## src/rtl/sdspi_arbiter.sv

```systemverilog
// Round-robin arbiter sharing one SD-SPI core between NUM_REQ requesters.
// Optional owner watchdog enabled by defining SDSPI_ARB_TIMEOUT_EN.
module sdspi_arbiter #(
  parameter int NUM_REQ        = 2,
  parameter int TIMEOUT_CYCLES = 1048576
) (
  input  logic                   wb_clk,
  input  logic                   wb_rst_n,
  input  logic [NUM_REQ-1:0]     req_i,
  output logic [NUM_REQ-1:0]     gnt_o,
  input  logic [NUM_REQ-1:0]     req_r_multi_block_i,
  input  logic [NUM_REQ-1:0]     req_r_byte_i,
  input  logic [32*NUM_REQ-1:0]  req_block_addr_i,
  input  logic [5*NUM_REQ-1:0]   req_sclk_speed_i,
  output logic [NUM_REQ-1:0]     req_busy_o,
  output logic [NUM_REQ-1:0]     req_err_o,
  output logic [7:0]             req_dat_o,
  output logic                   timeout_o,
  output logic                   spi_rst,
  output logic                   spi_r_multi_block,
  output logic                   spi_r_byte,
  output logic [31:0]            spi_block_addr,
  output logic [4:0]             spi_sclk_speed,
  input  logic                   spi_busy,
  input  logic                   spi_err,
  input  logic [7:0]             spi_dat_o
);

  localparam int IW = (NUM_REQ > 2) ? 2 : 1;

  typedef enum logic [2:0] {
    ST_INIT      = 3'd0,
    ST_INIT_WAIT = 3'd1,
    ST_IDLE      = 3'd2,
    ST_OWNED     = 3'd3,
    ST_DRAIN     = 3'd4
  } state_t;

  state_t             state_reg, state_next;
  logic [NUM_REQ-1:0] gnt_reg, gnt_next;
  logic [IW-1:0]      last_reg, last_next;
  logic               drain_first_reg, drain_first_next;
  logic               err_seen_reg, err_seen_next;
  logic               spi_rst_reg;
  logic [31:0]        addr_reg;
  logic [4:0]         speed_reg;

  logic [31:0]        addr_slice [NUM_REQ];
  logic [4:0]         speed_slice [NUM_REQ];
  logic [31:0]        owner_addr;
  logic [4:0]         owner_speed;
  logic               owner_req, owner_mb, owner_byte;
  logic               in_owned;

  logic [NUM_REQ-1:0] mask_reg;
  logic               to_hit;
  logic [NUM_REQ-1:0] eligible;
  logic               arb_found;
  logic [IW-1:0]      arb_idx;

  genvar gi;
  generate
    for (gi = 0; gi < NUM_REQ; gi++) begin : g_slice
      assign addr_slice[gi]  = req_block_addr_i[32*gi +: 32];
      assign speed_slice[gi] = req_sclk_speed_i[5*gi +: 5];
      assign req_busy_o[gi]  = gnt_reg[gi] ? spi_busy : 1'b1;
      assign req_err_o[gi]   = gnt_reg[gi] & spi_err;
    end
  endgenerate

  // gnt_reg is non-zero only while OWNED, so it doubles as the owner select.
  always_comb begin
    owner_addr  = '0;
    owner_speed = '0;
    owner_req   = 1'b0;
    owner_mb    = 1'b0;
    owner_byte  = 1'b0;
    for (int i = 0; i < NUM_REQ; i++) begin
      if (gnt_reg[i]) begin
        owner_addr  = addr_slice[i];
        owner_speed = speed_slice[i];
        owner_req   = req_i[i];
        owner_mb    = req_r_multi_block_i[i];
        owner_byte  = req_r_byte_i[i];
      end
    end
  end

  assign in_owned          = (state_reg == ST_OWNED);
  assign spi_r_multi_block = in_owned & owner_mb;
  assign spi_r_byte        = in_owned & owner_byte;
  assign spi_block_addr    = in_owned ? owner_addr : addr_reg;
  assign spi_sclk_speed    = in_owned ? owner_speed : speed_reg;
  assign gnt_o             = gnt_reg;
  assign spi_rst           = spi_rst_reg;
  assign req_dat_o         = spi_dat_o;

`ifdef SDSPI_ARB_TIMEOUT_EN
  logic [31:0] to_cnt_reg;
  logic        timeout_reg;
  logic        to_evict;

  assign to_hit    = (to_cnt_reg == 32'(TIMEOUT_CYCLES - 1)) && !owner_byte;
  assign to_evict  = in_owned && owner_req && to_hit;
  assign timeout_o = timeout_reg;

  always_ff @(posedge wb_clk or negedge wb_rst_n) begin
    if (!wb_rst_n) begin
      to_cnt_reg  <= '0;
      timeout_reg <= 1'b0;
      mask_reg    <= '0;
    end else begin
      timeout_reg <= to_evict;
      if (state_reg == ST_IDLE && arb_found)
        to_cnt_reg <= '0;
      else if (in_owned)
        to_cnt_reg <= owner_byte ? 32'd0 : to_cnt_reg + 32'd1;
      // An evicted requester stays out of arbitration until it lets go once.
      for (int i = 0; i < NUM_REQ; i++) begin
        if (!req_i[i])
          mask_reg[i] <= 1'b0;
        else if (to_evict && gnt_reg[i])
          mask_reg[i] <= 1'b1;
      end
    end
  end
`else
  assign to_hit    = 1'b0;
  assign mask_reg  = '0;
  assign timeout_o = 1'b0;
`endif

  assign eligible = req_i & ~mask_reg;

  always_comb begin
    int cand;
    logic [IW-1:0] cand_idx;
    arb_found = 1'b0;
    arb_idx   = last_reg;
    cand      = 0;
    cand_idx  = '0;
    for (int j = 1; j <= NUM_REQ; j++) begin
      cand     = (int'(last_reg) + j) % NUM_REQ;
      cand_idx = IW'(cand);
      if (!arb_found && eligible[cand_idx]) begin
        arb_found = 1'b1;
        arb_idx   = cand_idx;
      end
    end
  end

  always_comb begin
    state_next       = state_reg;
    gnt_next         = gnt_reg;
    last_next        = last_reg;
    drain_first_next = drain_first_reg;
    err_seen_next    = err_seen_reg;
    case (state_reg)
      ST_INIT: begin
        gnt_next   = '0;
        state_next = ST_INIT_WAIT;
      end
      ST_INIT_WAIT: begin
        if (!spi_busy)
          state_next = ST_IDLE;
      end
      ST_IDLE: begin
        if (arb_found) begin
          gnt_next   = NUM_REQ'(1) << arb_idx;
          last_next  = arb_idx;
          state_next = ST_OWNED;
        end
      end
      ST_OWNED: begin
        if (!owner_req || to_hit) begin
          gnt_next         = '0;
          drain_first_next = 1'b1;
          err_seen_next    = 1'b0;
          state_next       = ST_DRAIN;
        end
      end
      ST_DRAIN: begin
        // A core error seen at any point of the drain forces a fresh core reset.
        err_seen_next = err_seen_reg | spi_err;
        if (drain_first_reg)
          drain_first_next = 1'b0;
        else if (!spi_busy)
          state_next = (err_seen_reg | spi_err) ? ST_INIT : ST_IDLE;
      end
      default: begin
        gnt_next   = '0;
        state_next = ST_INIT;
      end
    endcase
  end

  always_ff @(posedge wb_clk or negedge wb_rst_n) begin
    if (!wb_rst_n) begin
      state_reg       <= ST_INIT;
      gnt_reg         <= '0;
      last_reg        <= IW'(NUM_REQ - 1);
      drain_first_reg <= 1'b0;
      err_seen_reg    <= 1'b0;
      spi_rst_reg     <= 1'b0;
      addr_reg        <= '0;
      speed_reg       <= '0;
    end else begin
      state_reg       <= state_next;
      gnt_reg         <= gnt_next;
      last_reg        <= last_next;
      drain_first_reg <= drain_first_next;
      err_seen_reg    <= err_seen_next;
      spi_rst_reg     <= (state_reg == ST_INIT);
      if (in_owned) begin
        addr_reg  <= owner_addr;
        speed_reg <= owner_speed;
      end
    end
  end

endmodule
```

## config.mk

```make
export PLATFORM = sky130hd
export DESIGN_NAME = sdspi_arbiter
export DESIGN_NICKNAME = d
export VERILOG_FILES = /design/src/rtl/sdspi_arbiter.sv
export SDC_FILE = /design/constraint.sdc
export NUM_CORES = 1
export LEC_CHECK = 0
export CAP_MARGIN = 20
export CORE_MARGIN = 2
export CORE_UTILIZATION = 41
export CTS_BUF_LIST = sky130_fd_sc_hd__clkbuf_8
export DETAILED_ROUTE_END_ITERATION = 6
export GPL_TIMING_DRIVEN = 0
export PLACE_DENSITY = 0.87
export SYNTH_ARGS = -nofsm -noshare
export SYNTH_HDL_FRONTEND = slang
export SYNTH_SLANG_ARGS = --single-unit
```

## constraint.sdc

```tcl
create_clock -name wb_clk -period 3.3 [get_ports wb_clk]
set_clock_uncertainty 0.15 [all_clocks]
set_input_delay 0.495 -clock wb_clk [delete_from_list [all_inputs] [get_ports wb_clk]]
set_output_delay 0.495 -clock wb_clk [all_outputs]
set_load 0.005 [all_outputs]
```

==> key figures, run 1 <==
Routing
  • Vias after detailed routing: 2389
  • Total routed wirelength: 6920 µm
  • Average wire per standard cell: 15.1 µm
  • Post-route DRC: 0
  • Antenna-violating nets left: 0
  • Via density: 5.23
  • TritonRoute pass-1 iters: 4
  • DR iter-0 viols: 133

Global routing
  • Global-route wire length before repair: 11200 µm
  • All-Layer GR Usage: 22.5%
  • Vias in the first global route: 2407
  • Grt total ovfl: 0
  • Initial antenna violation count: 0
  • Largest net degree at the start of global routing: 27

Worst setup path
  • CP Max Fanout: 10
  • Slowest CP cell: clkdlybuf4s50_1
  • Critical path, cell by cell: buf_2 > buf_2 > a22oi_1 > o21ai_0 > clkdlybuf4s50_1
  • R2r endpoint: addr_reg[11]$_DFF_PN0_
  • R2r setup slk: 1.68 ns
  • CP delay by family, top: buffers and inverters
  • Critical path arrival: 2.23 ns
  • Setup crit start: gnt_o[1]$_DFFE_PN0P_
  • Startpoint Class: register
  • Reg2Reg Launch Point: gnt_o[1]$_DFFE_PN0P_
  • Worst reg2reg path depth: 4
  • Critical setup path kind: reg -> out
  • CP Buf/Inv Count: 3
  • Critical Path RT: 2.65 ns
  • Max incr delay on CP: 0.58 ns
  • Crit-path most repeated cell: buf_2
  • CP endpoint kind: primary output

STA
  • Endpoints failing setup: 0
  • Final Hold Violating Endpoints: 0
  • Final worst path period share: 87.0%
  • Final Slew Violations: 0
  • Fmax: 348 MHz
  • Setup TNS Final: 0 ns
  • RSZ-0062 raised after global routing: false
  • Period minus WS final: 2.87 ns

Cells and area
  • Synth-to-Final Area Change: 67.4%
  • Final Instance Area: 3890 µm²
  • Fin util: 70.7%
  • Fillcell total: 423
  • Net count, final: 476
  • Share of post-route cells with drive strength above 1: 10.9%
  • Ant. Diodes: 0
  • Max reg flops: 32

Clock tree
  • Clock transition at the registers of the reported paths: 0.08 ns
  • Clock tree buffer depth: 2
  • CTS H-tree depth: 2
  • # resized after CTS: 0
  • TritonCTS clock tree: built
  • Clk root buf: clkbuf_8
  • Cts bufs inserted: 5
  • Post-CTS Setup Inserts: 0
  • Clk Latency, worst-skew pair: 0.30 ns
  • Post-CTS Hold Fix Bufs: 0
  • # clock sinks: 46

Synth
  • Ranking of synthesized cells by area: dfrtp_1, a22oi_1, nand2_1
  • Mapped Area: 2320 µm²
  • Async SR Flop Fraction: 100%
  • Post-synth EDFFs: 0
  • Cells after Synth: 239
  • Yosys warnings: 0
  • #FFs+latches synth: 46
  • Most frequent cell after synthesis: dfrtp_1
  • Syn_nets: 331
  • Synth top area share: 48.4%
  • Area leader, netlist: dfrtp_1
  • Synth unique cells: 35
  • Mean area per synthesized cell: 9.73 µm²
  • Synth top cells by count: dfrtp_1, nand2_1, a22oi_1
  • Synth Flop Type: dfrtp_1
  • Sequential share of the synthesized area: 49.6%

Placed design
  • Gpl congestion: 0.926
  • PortBufs: 137
  • Detail Placement HPWL: 5300 µm
  • Cell Area, Placed: 3800 µm²

Flow run
  • Max-Cap Viols: 0

Floorplan
  • # rows: 27
  • Initial core utilization: 42.2%
  • Die width: 79.3 µm
  • CORE AREA: 5510 µm²
  • IO Count: 147
  • Die Area: 6290 µm²
  • Die extent in y: 79.3 µm

Outcome
  • Outcome: finished clean

Power and ir drop
  • Worst vdd ir: 0.324 mV
  • LEAKAGE: 1.58 nW
  • Cell Pwr Density: 658 nW/µm²

Worst hold path
  • Hold Path Class: in -> async
==> per-stage QoR <==
stage                     power (mW)  std cells  setup slack, ns  hold WS, ns
final                           2.56        457            0.429      0.00246
after global routing            2.76        457            0.325       0.0306
after CTS                       2.58        457            0.408      0.00534
after detailed placement        2.23        449            0.732        0.332
after global placement          2.18        448            0.361        0.321
after floorplan                 1.54        239             1.53       0.0494
==> cells by family (layout without fill, tap and decap cells) <==
logic type      count (synthesis)  in the layout  share of synthesized area, %
compound gates                 93             93                          25.6
xor+xnor                        1              1                         0.377
buf+inv                        30            176                          8.93
flops                          46             46                          49.6
other cells                     1              1                         0.161
simple gates                   68             68                          15.4
==> final cells by class <==
cell class	instances	area, µm²	share of cell area [%]
timing repair buffer	138	1390	35.6
sequential	46	1150	29.6
multi-input combinational	163	965	24.8
buffer	29	204	5.24
tap	72	90.1	2.31
clock buffer	6	82.6	2.12
clock inverter	2	8.76	0.225
inverter	1	3.75	0.0964
==> metal layers <==
metal	up-vias	track usage (%)	share of wire (%)
li1	1138	-	-
met1	1125	27.1	41
met2	115	39.8	50
met3	11	5.68	7.9
met4	0	6.03	1.5
met5	-	0	0
==> how the worst max path moves through the flow <==
stage          slack, ns                          end  depth (start not counted)
6_report            0.43           spi_block_addr[11]                          5
5_1_grt             0.33            spi_block_addr[0]                          5
4_1_cts             0.41           spi_block_addr[11]                          5
3_5_place_dp        0.73           spi_block_addr[11]                          4
3_3_place_gp        0.36  drain_first_reg$_DFFE_PN0P_                          1
2_1_floorplan       1.53           spi_block_addr[30]                          5
==> placed cells by master, fill, tap and decap left out, types with 2 or more instances in the layout <==
cell type / instances
nor4b_2: 2
nor2_1: 5
buf_6: 4
a31oi_1: 4
o21ai_0: 28
nand2b_1: 5
clkbuf_8: 6
dfrtp_1: 45
buf_4: 15
nand2_1: 40
and2b_1: 2
a32oi_1: 2
inv_1: 2
nor2b_1: 2
nand3_1: 2
nor3_1: 2
o21ai_1: 12
buf_2: 8
a21oi_1: 4
and2_1: 2
clkdlybuf4s50_1: 136
clkbuf_1: 3
a22oi_1: 38
==> power breakdown <==
part / switching (mW) / internal [mW] / total (mW)
logic: 0.655 / 0.726 / 1.38
clock network: 0.180 / 0.166 / 0.346
registers: 0.0821 / 0.751 / 0.833
==> worst register-to-register path, delay by kind of cell, from the launching register on <==
kind / cells / cell delay (ns)
flip-flops: 1 / 0.42
AO/OA/AOI/OAI: 2 / 0.42
buffers and inverters: 2 / 0.52
No activity file was read; power rests on OpenSTA's default activity.
==> run 2, diff against run 1 <==
- REMOVE_ABC_BUFFERS: not set -> 1
==> key figures, run 2 (synthesized netlist as in run 1, its figures left out) <==
Routing
  • Post-route DRC: 0
  • DR iter-0 viols: 129
  • Total routed wirelength: 6580 µm
  • Via density: 5.32
  • Average wire per standard cell: 15.5 µm
  • M1 wire length: 2790 µm
  • Met2 Wirelength: 3210 µm
  • Vias after detailed routing: 2263
  • Antenna-violating nets left: 0
  • Highest metal used: met4
  • TritonRoute pass-1 iters: 4
  • Met3 WL post-DR: 543 µm

Global routing
  • Grt total ovfl: 0
  • Largest net degree at the start of global routing: 50
  • Global-route wire length before repair: 10800 µm
  • Initial antenna violation count: 0
  • All-Layer GR Usage: 21.7%
  • Vias in the first global route: 2354

STA
  • Fmax: 320 MHz
  • Final Slew Violations: 0
  • RSZ-0062 raised after global routing: false
  • Endpoints failing setup: 0
  • Slew HR: 65.4%
  • Final Hold Violating Endpoints: 0
  • Setup TNS Final: 0 ns
  • Pin slew with the least headroom to its limit: 0.518 ns
  • Period minus WS final: 3.13 ns
  • Final worst path period share: 94.8%

Floorplan
  • Die Area: 6290 µm²
  • # rows: 27
  • Initial core utilization: 42.2%
  • Die width: 79.3 µm
  • CORE AREA: 5510 µm²
  • IO Count: 147
  • Die extent in y: 79.3 µm

Worst setup path
  • Startpoint Class: register
  • Critical Path RT: 2.65 ns
  • CP Max Fanout: 49
  • CP endpoint kind: primary output
  • Critical path arrival: 2.48 ns
  • Critical setup path kind: reg -> out

Power and ir drop
  • Sequential share of power: 38.3%
  • Worst vdd ir: 0.341 mV
  • Sw Share: 36.0%
  • Cell Pwr Density: 672 nW/µm²
  • Internal power component: 1.59 mW
  • LEAKAGE: 1.45 nW
  • Logic pwr share: 47.9%
  • P_sw: 896 µW
  • Design Power: 2.49 mW
  • Clock power frac: 13.8%

Cells and area
  • Synth-to-Final Area Change: 59.2%
  • Share of post-route cells with drive strength above 1: 6.52%
  • Final Non-Filler Cells: 425
  • Final Instance Area: 3700 µm²
  • Most common cell after layout, fill and taps aside: clkdlybuf4s50_1
  • Fin util: 67.2%
  • Commonest non-fill, non-tap cells in the layout: clkdlybuf4s50_1, dfrtp_1, nand2_1, a22oi_1, o21ai_0
  • Net count, final: 444
  • Max reg flops: 32
  • Fillcell total: 432
  • Ant. Diodes: 0

Clock tree
  • # clock sinks: 46
  • Cts bufs inserted: 5
  • Clk root buf: clkbuf_8
  • Clock transition at the registers of the reported paths: 0.08 ns
  • TritonCTS clock tree: built
  • Clock tree buffer depth: 2
  • Clk Latency, worst-skew pair: 0.29 ns
  • CTS H-tree depth: 2

Placed design
  • Dpl cells: 413
  • Detail Placement HPWL: 4590 µm
  • Gpl congestion: 0.835
  • PortBufs: 129
  • Cell Area, Placed: 3550 µm²

Outcome
  • Outcome: finished clean

Flow run
  • Max-Cap Viols: 0

Worst hold path
  • Hold Path Class: reg -> reg
## run 2: changes by cell type in the layout (fill, tap and decap cells not counted), moves of 2 or more
| cell | delta |
|---|---|
| buf_2 | -7 |
| buf_4 | -14 |
| buf_6 | -4 |
| clkbuf_1 | -3 |
| clkdlybuf4s50_1 | -8 |
| dfrtp_1 | -2 |
## run 2: timing repair
action	4_1_cts	5_1_grt
endpoints found under the setup margin	38	10
gates resized for setup	4	1
hold buffers	1	0
setup buffers	2	0
endpoints found under the hold margin	16	0
pin swaps	1	0
gates cloned	1	0
## run 2: final timing paths
kind	start	depth (start not counted)	endpoint	slack, ns
worst max register to register	gnt_o[1]$_DFFE_PN0P_	4	addr_reg[11]$_DFF_PN0_	1.41
worst min-delay path	addr_reg[21]$_DFF_PN0_	2	addr_reg[21]$_DFF_PN0_	0.35
min in group asynchronous	wb_rst_n	2	addr_reg[22]$_DFF_PN0_	0.54
max in group asynchronous	wb_rst_n	3	gnt_o[1]$_DFFE_PN0P_	1.95
worst max-delay path	gnt_o[1]$_DFFE_PN0P_	5	spi_block_addr[11]	0.17
worst min register to register	addr_reg[21]$_DFF_PN0_	2	addr_reg[21]$_DFF_PN0_	0.35
## run 2: final cells by class
type | count | area, µm² | area share, %
repair buffers | 134 | 1370 | 37.1
flip-flops and latches | 46 | 1160 | 31.3
multi-input cells | 164 | 987 | 26.7
well taps | 72 | 90.1 | 2.43
clock buffers | 6 | 82.6 | 2.23
clock inverters | 2 | 8.76 | 0.237
inverters | 1 | 3.75 | 0.101
## run 2: worst max-delay path: stages (launching register included)
cell and delay [ns]:
dfrtp_4 0.69, and2b_4 0.39, buf_16 0.17, a22oi_1 0.09, o21ai_0 0.27, clkdlybuf4s50_1 0.56
## run 2: through the flow
stage                     setup WS (ns)  hold slack [ns]
final                             0.171            0.350
after global routing             0.0192            0.378
after CTS                         0.124            0.354
after detailed placement        -0.0921            0.311
after global placement           -0.706            0.319
after floorplan                   0.599           0.0494
## run 2: per-layer routing
layer	GRT usage, %	up-vias
met5	0	-
met4	4.66	0
met3	7.27	6
met2	37.9	102
met1	26.0	1078
li1	-	1077
## run 2: power groups by stage
stage                     clock (mW)  sequential (mW)  combinational, mW
final                          0.342            0.953               1.19
after floorplan                    0            0.893              0.520
after global placement             0            0.930               1.08
after global routing           0.385            0.984               1.32
after detailed placement           0            0.947               1.14
after CTS                      0.360            0.953               1.21
==> run 3, diff against run 2 <==
- CTS_CLUSTER_SIZE: not set -> 8
- SLEW_MARGIN: not set -> 25
==> key figures, run 3 (synthesized netlist as in run 1, its figures left out) <==
Outcome
  • Outcome: finished clean

Floorplan
  • Die extent in y: 79.3 µm
  • Die width: 79.3 µm
  • # rows: 27
  • Die Area: 6290 µm²
  • IO Count: 147
  • Initial core utilization: 42.2%
  • CORE AREA: 5510 µm²

Power and ir drop
  • Design Power: 2.48 mW
  • Sequential share of power: 37.3%
  • Internal power component: 1.58 mW
  • Sw Share: 36.4%
  • Worst vdd ir: 0.354 mV
  • Cell Pwr Density: 673 nW/µm²
  • Logic pwr share: 48.9%
  • LEAKAGE: 1.43 nW
  • P_sw: 902 µW
  • Clock power frac: 13.8%

Routing
  • Total routed wirelength: 6740 µm
  • DR iter-0 viols: 84
  • Antenna-violating nets left: 0
  • TritonRoute pass-1 iters: 4
  • Post-route DRC: 0
  • Average wire per standard cell: 15.9 µm
  • Vias after detailed routing: 2267
  • Via density: 5.35

Placed design
  • Gpl congestion: 0.835
  • Dpl ws: 0.0434 ns
  • Detail Placement HPWL: 4550 µm
  • PortBufs: 129

Worst setup path
  • Critical path, cell by cell: buf_16 > and2b_4 > a22oi_1 > o21ai_0 > clkdlybuf4s50_1
  • Startpoint Class: register
  • Critical setup path kind: reg -> out
  • CP delay by family, top: buffers and inverters
  • CP endpoint kind: primary output
  • Critical path arrival: 2.53 ns
  • CP Max Fanout: 28
  • Max incr delay on CP: 0.61 ns
  • Critical Path RT: 2.65 ns
  • CP Buf/Inv Count: 2
  • Slowest CP cell: dfrtp_4

Global routing
  • All-Layer GR Usage: 21.8%
  • Grt total ovfl: 0
  • Initial antenna violation count: 0
  • Global-route wire length before repair: 10900 µm
  • Vias in the first global route: 2319
  • Largest net degree at the start of global routing: 39

STA
  • Endpoints failing setup: 0
  • Final worst path period share: 96.2%
  • Period minus WS final: 3.18 ns
  • Final Hold Violating Endpoints: 0
  • Pin slew with the least headroom to its limit: 0.514 ns
  • Fmax: 315 MHz
  • Final Slew Violations: 0
  • Slew HR: 65.7%
  • Post-route worst setup slack: 0.124 ns
  • RSZ-0062 raised after global routing: false

Cells and area
  • Share of post-route cells with drive strength above 1: 6.25%
  • Most common cell after layout, fill and taps aside: clkdlybuf4s50_1
  • Multi-input logic area: 997 µm²
  • Fillcell total: 430
  • Synth-to-Final Area Change: 58.4%
  • Ant. Diodes: 0
  • Commonest non-fill, non-tap cells in the layout: clkdlybuf4s50_1, dfrtp_1, nand2_1, a22oi_1, o21ai_0
  • Max reg flops: 32
  • Net count, final: 443
  • FF+latch area: 1160 µm²

Clock tree
  • Clock transition at the registers of the reported paths: 0.08 ns
  • Cts bufs inserted: 5
  • TritonCTS clock tree: built
  • Post-CTS Setup Inserts: 0
  • Clk Latency, worst-skew pair: 0.29 ns
  • Clock tree buffer depth: 2
  • CTS H-tree depth: 2
  • Clk root buf: clkbuf_8
  • # clock sinks: 46

Worst hold path
  • Hold Path Class: reg -> reg

Flow run
  • Max-Cap Viols: 0
-- run 3: tightest hold or removal path: stages, from the launching register on --
cell,delay (ns)
dfrtp_1,0.32
nand2_1,0.04
o21ai_1,0.09
-- run 3: final timing paths --
kind	startpoint	cells past startpoint	slack, ns	endpoint
max in group asynchronous	wb_rst_n	3	1.94	gnt_o[1]$_DFFE_PN0P_
worst max register to register	gnt_o[1]$_DFFE_PN0P_	4	1.36	addr_reg[1]$_DFF_PN0_
min in group asynchronous	wb_rst_n	2	0.54	addr_reg[22]$_DFF_PN0_
worst min register to register	addr_reg[21]$_DFF_PN0_	2	0.35	addr_reg[21]$_DFF_PN0_
worst min-delay path	addr_reg[21]$_DFF_PN0_	2	0.35	addr_reg[21]$_DFF_PN0_
worst max-delay path	gnt_o[1]$_DFFE_PN0P_	5	0.12	spi_block_addr[1]
-- run 3: area by class of cell --
| class | count | area share (%) |
|---|---|---|
| Timing Repair Buffer | 132 | 36.5 |
| Sequential cell | 46 | 31.4 |
| Multi-Input combinational cell | 165 | 27.1 |
| Tap cell | 72 | 2.45 |
| Clock buffer | 6 | 2.24 |
| Clock inverter | 2 | 0.238 |
| Inverter | 1 | 0.102 |
-- run 3: timing repair --
| action | in CTS | in global routing |
|---|---|---|
| resized for setup | 3 | 10 |
| setup endpoints to repair | 38 | 26 |
| hold buffers | 1 | 0 |
| pin swaps | 1 | 0 |
| hold endpoints to repair | 14 | 0 |
| gates cloned | 2 | 0 |
-- run 3: power groups by stage --
| stage | Combinational, mW | Clock, mW | Sequential, mW |
|---|---|---|---|
| 3_5_place_dp | 1.17 | 0 | 0.919 |
| 4_1_cts | 1.22 | 0.358 | 0.924 |
| 6_report | 1.21 | 0.343 | 0.925 |
| 5_1_grt | 1.34 | 0.384 | 0.955 |
| 2_1_floorplan | 0.520 | 0 | 0.893 |
| 3_3_place_gp | 1.08 | 0 | 0.930 |
-- run 3: per-layer routing --
layer  track usage [%]  wire [µm]
met1              26.9       2830
met2              38.3       3350
met3              6.48        515
met4              3.62         31
met5                 0          0
-- run 3: metrics by stage --
stage | setup TNS, ns | util [%] | cell area [µm²] | instances | hold WS (ns)
floorplan | 0 | - | 2120 | 210 | 0.0494
global placement | -22.30 | 63.6 | 3500 | 411 | 0.319
detailed placement | 0 | 64.4 | 3550 | 413 | 0.312
CTS | 0 | 66.8 | 3680 | 424 | 0.353
global route | 0 | 66.9 | 3680 | 424 | 0.387
finish | 0 | 66.9 | 3680 | 424 | 0.348
